===== config.mk =====
export PLATFORM = sky130hd
export DESIGN_NAME = cdc_hs_rx
export DESIGN_NICKNAME = d
export VERILOG_FILES = /design/src/rtl/cdc_hs_rx.sv
export SDC_FILE = /design/constraint.sdc
export NUM_CORES = 1
export LEC_CHECK = 0
export ABC_CLOCK_PERIOD_IN_PS = 1500
export CAP_MARGIN = 20
export CORE_MARGIN = 2
export CORE_UTILIZATION = 41
export DETAILED_ROUTE_END_ITERATION = 10
export MAX_ROUTING_LAYER = met4
export PLACE_DENSITY = 0.75
export SETUP_SLACK_MARGIN = 0.4
export SYNTH_ARGS = -nofsm -noshare
export SYNTH_HDL_FRONTEND = slang
export SYNTH_SLANG_ARGS = --single-unit

===== constraint.sdc =====
create_clock -name dst_clk -period 1.5 [get_ports dst_clk]
set_clock_uncertainty 0.2 [all_clocks]
set_input_delay 0.15 -clock dst_clk [delete_from_list [all_inputs] [get_ports dst_clk]]
set_output_delay 0.15 -clock dst_clk [all_outputs]
set_load 0.02 [all_outputs]

===== src/rtl/cdc_hs_rx.sv =====
// Receive side of a four-phase req/ack bundled-data crossing. Synchronizes the
// request into dst_clk, captures the word once per request and hands it downstream.
module cdc_hs_rx #(
   parameter int SYNC_STAGES = 2,
   parameter int DATA_W      = 8
) (
   input  logic              dst_clk,
   input  logic              reset,
   input  logic              async_req,
   input  logic [DATA_W-1:0] async_data,
   output logic              ack,
   output logic              out_valid,
   input  logic              out_ready,
   output logic [DATA_W-1:0] out_data,
   output logic              busy
);

   // Downstream valid/ready: a word moves on any edge where out_valid & out_ready;
   // once raised, out_valid and out_data hold unchanged until that edge.

   typedef enum logic [1:0] {
      ST_IDLE    = 2'd0,
      ST_DELIVER = 2'd1,
      ST_ACK     = 2'd2
   } state_e;

   logic [SYNC_STAGES-1:0] req_sync_q, req_sync_d;
   logic                   req_s;

   state_e            state_q, state_d;
   logic              ack_q, ack_d;
   logic              out_valid_q, out_valid_d;
   logic [DATA_W-1:0] out_data_q, out_data_d;
   logic              busy_q, busy_d;

   // Plain shift chain: nothing may sit between stages.
   always_comb begin
      req_sync_d = {req_sync_q[SYNC_STAGES-2:0], async_req};
   end

   assign req_s = req_sync_q[SYNC_STAGES-1];

   always_comb begin
      state_d     = state_q;
      ack_d       = ack_q;
      out_valid_d = out_valid_q;
      out_data_d  = out_data_q;
      unique case (state_q)
         ST_IDLE: begin
            ack_d       = 1'b0;
            out_valid_d = 1'b0;
            // async_data is stable while req_s is high, so it is safe to sample here.
            if (req_s) begin
               out_data_d  = async_data;
               out_valid_d = 1'b1;
               state_d     = ST_DELIVER;
            end
         end
         ST_DELIVER: begin
            if (out_ready) begin
               out_valid_d = 1'b0;
               ack_d       = 1'b1;
               state_d     = ST_ACK;
            end
         end
         ST_ACK: begin
            // An early req drop lands here with req_s low: ack pulses one cycle.
            if (!req_s) begin
               ack_d   = 1'b0;
               state_d = ST_IDLE;
            end
         end
         default: begin
            ack_d       = 1'b0;
            out_valid_d = 1'b0;
            state_d     = ST_IDLE;
         end
      endcase
      busy_d = (state_d != ST_IDLE);
   end

   always_ff @(posedge dst_clk) begin
      if (reset) begin
         req_sync_q  <= '0;
         state_q     <= ST_IDLE;
         ack_q       <= 1'b0;
         out_valid_q <= 1'b0;
         out_data_q  <= '0;
         busy_q      <= 1'b0;
      end else begin
         req_sync_q  <= req_sync_d;
         state_q     <= state_d;
         ack_q       <= ack_d;
         out_valid_q <= out_valid_d;
         out_data_q  <= out_data_d;
         busy_q      <= busy_d;
      end
   end

   assign ack       = ack_q;
   assign out_valid = out_valid_q;
   assign out_data  = out_data_q;
   assign busy      = busy_q;

   a_hold_while_stalled : assert property (@(posedge dst_clk) disable iff (reset)
      (out_valid_q && !out_ready) |=> (out_valid_q && $stable(out_data_q)));

   a_no_ack_with_valid : assert property (@(posedge dst_clk) disable iff (reset)
      !(ack_q && out_valid_q));

endmodule


==> metrics.txt <==
total power=0.772 mW; antenna violations before repair=0; top layer in use=met4; total net switching power=0.173 mW; final net count=108; worst stage delay on the critical path=0.37 ns; vias in the first global route=480; CTS root buf=clkbuf_4; area share of the largest cell type after synthesis=48.0%; worst relative slew slack=82.8%; path type of the worst setup path=flip-flop to flip-flop; starting density of the core=42.5%; Overflow after GRT=0; drt via density=4.68; compound-gate portion of the synthesized area=5.20%; Die Width=43.1 um; Power Density=748 nW/um2; critical path required time=1.51 ns; maximum number of pins on one net before global-route repair=24; clock tree from TritonCTS=yes; crit path cell chain=nor3b_4 > buf_6 > mux2i_1; Metal-1 WL=518 um; die height=43.1 um; shortest period the worst path allows=1.21 ns; share of synthesized area occupied by flip-flops and latches=48.0%; clock tree buffer depth=2; RSZ-0062 raised after global routing=yes; # H-tree levels=1; setup tns final=0 ns; highest attainable clock frequency=826 MHz; Pre-antenna DRT Iters=4; summed instance area of the synthesized netlist=626 um2; Gate power share=16.5%; post-route ant nets=0; initial drt markers=9; internal power=0.598 mW; number of pins with negative max-slew slack in the final report=0; Port Buffers=22; total CTS buffers=3; xor/xnor cell area share of the yosys netlist=0%; kind of start point of the critical path=flip-flop; RD Place Congestion=0.661; worst vdd rail ir drop=0.000583 V; status=finished, final reports clean; Leakage=0.414 nW; clock insertion delay at the later pin of the skew report=0.28 ns; multiplexer area fraction after synthesis=12.8%; cell type of the slowest stage on the worst timing path=dfxtp_4; Hold Fails Final Rpt=0; largest fanout on the critical path=6; non-filler cells, final=111; post-synth net total=72; relative area change from synthesis to final layout=64.8%; fraction of the mapped netlist area in adder cells=0%; Setup violations, final=0; Syn Area/Cell=10.4 um2; switching part of the total=22.5%; Total Routed Length=1.20 mm; Core Region=1470 um2; vias after detailed routing=520; Clock power frac=28.8%; Remaining DRCs=0; category of cells accounting for the largest share of critical-path delay=flip-flops; transition time at the pin with the least slew margin=0.254 ns; ratio of cells with drive above 1 in the final layout=43.2%; top area cells in the synthesized netlist=dfxtp_1 (48%), nand2b_1 (18%), mux2i_1 (13%); number of register bits inferred by synthesis=15; simple logic cell fraction of the synthesized area=30.4%; combinational family with the most area after synthesis=simple AND/OR/NAND/NOR gates; data arrival at the endpoint of the critical path=1.22 ns; worst setup margin=0.289 ns; Clock Pin Slew Worst Setup and Hold Paths=0.08 ns; register-to-register path setup slack=0.29 ns; share of the clock period used by the worst path=80.7%; Synthesis Warnings=0; number of buffers and inverters on the critical path=1; worst slack at placement=0.180 ns; Detail Route met2 WL=608 um; sequential power share=54.7%; largest area contributor in the synthesized netlist=dfxtp_1; Netlist cell types=17; wire length of the first global-routing pass=2.08 mm; DIE AREA=1850 um2; Synth Instances=60; routed length on met3=46 um; number of antenna cells inserted=0; Placed Cells incl. Taps=98; Crit. End Element=flip-flop; num ports=23; Max Cap Viol=0; average detailed-routed wire length per instance=10.8 um; floorplan row count=14; CTS sink cnt=15; Tot GR Track Use=15.9%; worst min-delay path class=input port to flip-flop
cells by family after synthesis:
| group | count (synthesis) |
|---|---|
| DFF | 15 |
| and+or+nand+nor | 28 |
| muxes | 8 |
| buffers and inverters | 4 |
| AOI/OAI and AO/OA | 5 |
area by class of cell:
type	instances	area, um2
fill	124	440
timing repair buffer	34	344
sequential	15	323
multi-input combinational	41	314
clock buffer	4	26.3
tap	16	20.0
inverter	1	3.75
placed cells by master (no fill, tap or decap):
master,n
or2b_1,1
dfxtp_2,12
buf_6,13
buf_12,1
and3b_1,1
clkdlybuf4s50_1,11
clkbuf_4,3
nand3b_1,3
clkbuf_1,1
nor4bb_1,1
a21oi_1,2
dfxtp_1,1
buf_4,9
mux2i_1,8
a31oi_1,1
inv_1,1
nand4b_1,1
a211oi_1,1
nor2b_1,2
o31a_1,1
dfxtp_4,2
nand2b_1,18
nor3b_4,1
Yosys cell counts:
cell	instances
a211oi_1	1
a21oi_1	2
a31oi_1	1
and3b_1	1
buf_6	1
clkbuf_1	2
dfxtp_1	15
inv_1	1
mux2i_1	8
nand2b_1	18
nand3b_1	3
nand4b_1	1
nor2b_1	2
nor3b_1	1
nor4bb_1	1
o31a_1	1
or2b_1	1
metal layers:
layer	up-vias	track usage [%]
met5	-	-
met4	0	9.09
met3	4	6.38
met2	10	24.8
met1	235	17.1
li1	271	-
through the flow:
| stage | hold WS, ns | instance area [um2] | utilization (%) |
|---|---|---|---|
| global placement | 0.224 | 897 | 61.0 |
| global route | 0.226 | 1030 | 70.1 |
| finish | 0.230 | 1030 | 70.1 |
| CTS | 0.223 | 958 | 65.1 |
| detailed placement | 0.227 | 897 | 61.0 |
| floorplan | 0.0782 | 641 | - |
path summary, 6_finish.rpt:
path,to,cells past startpoint,start
worst max-delay path,out_data[1],3,state_q[1]
worst min-delay path,req_sync_q[0],2,async_req
worst max register to register,out_data[1],3,state_q[1]
worst min register to register,req_sync_q[1],1,req_sync_q[0]
power groups by stage:
stage	Combinational (mW)	Sequential [mW]	Clock (mW)
3_3_place_gp	0.110	0.428	0
3_5_place_dp	0.111	0.428	0
2_1_floorplan	0.0393	0.439	0
5_1_grt	0.138	0.424	0.251
4_1_cts	0.118	0.421	0.233
6_report	0.128	0.422	0.222
worst reg2reg max path, cell delays in order (launching register included):
cell,delay (ns)
dfxtp_4,0.37
nor3b_4,0.23
buf_6,0.16
mux2i_1,0.17
flip-flops by register name, indices dropped and copies added (netlist names):
name,flops
ack,1
busy,1
out_data,8
out_valid,1
req_sync_q,2
state_q,2
repair_timing:
item | in CTS | in global routing
gates resized for setup | 69 | 10
endpoints found under the setup margin | 20 | 22
pin swaps | 2 | 3
hold buffers | 0 | 0
buffers inserted | 3 | 6
Power figures use the tool's default switching activity.
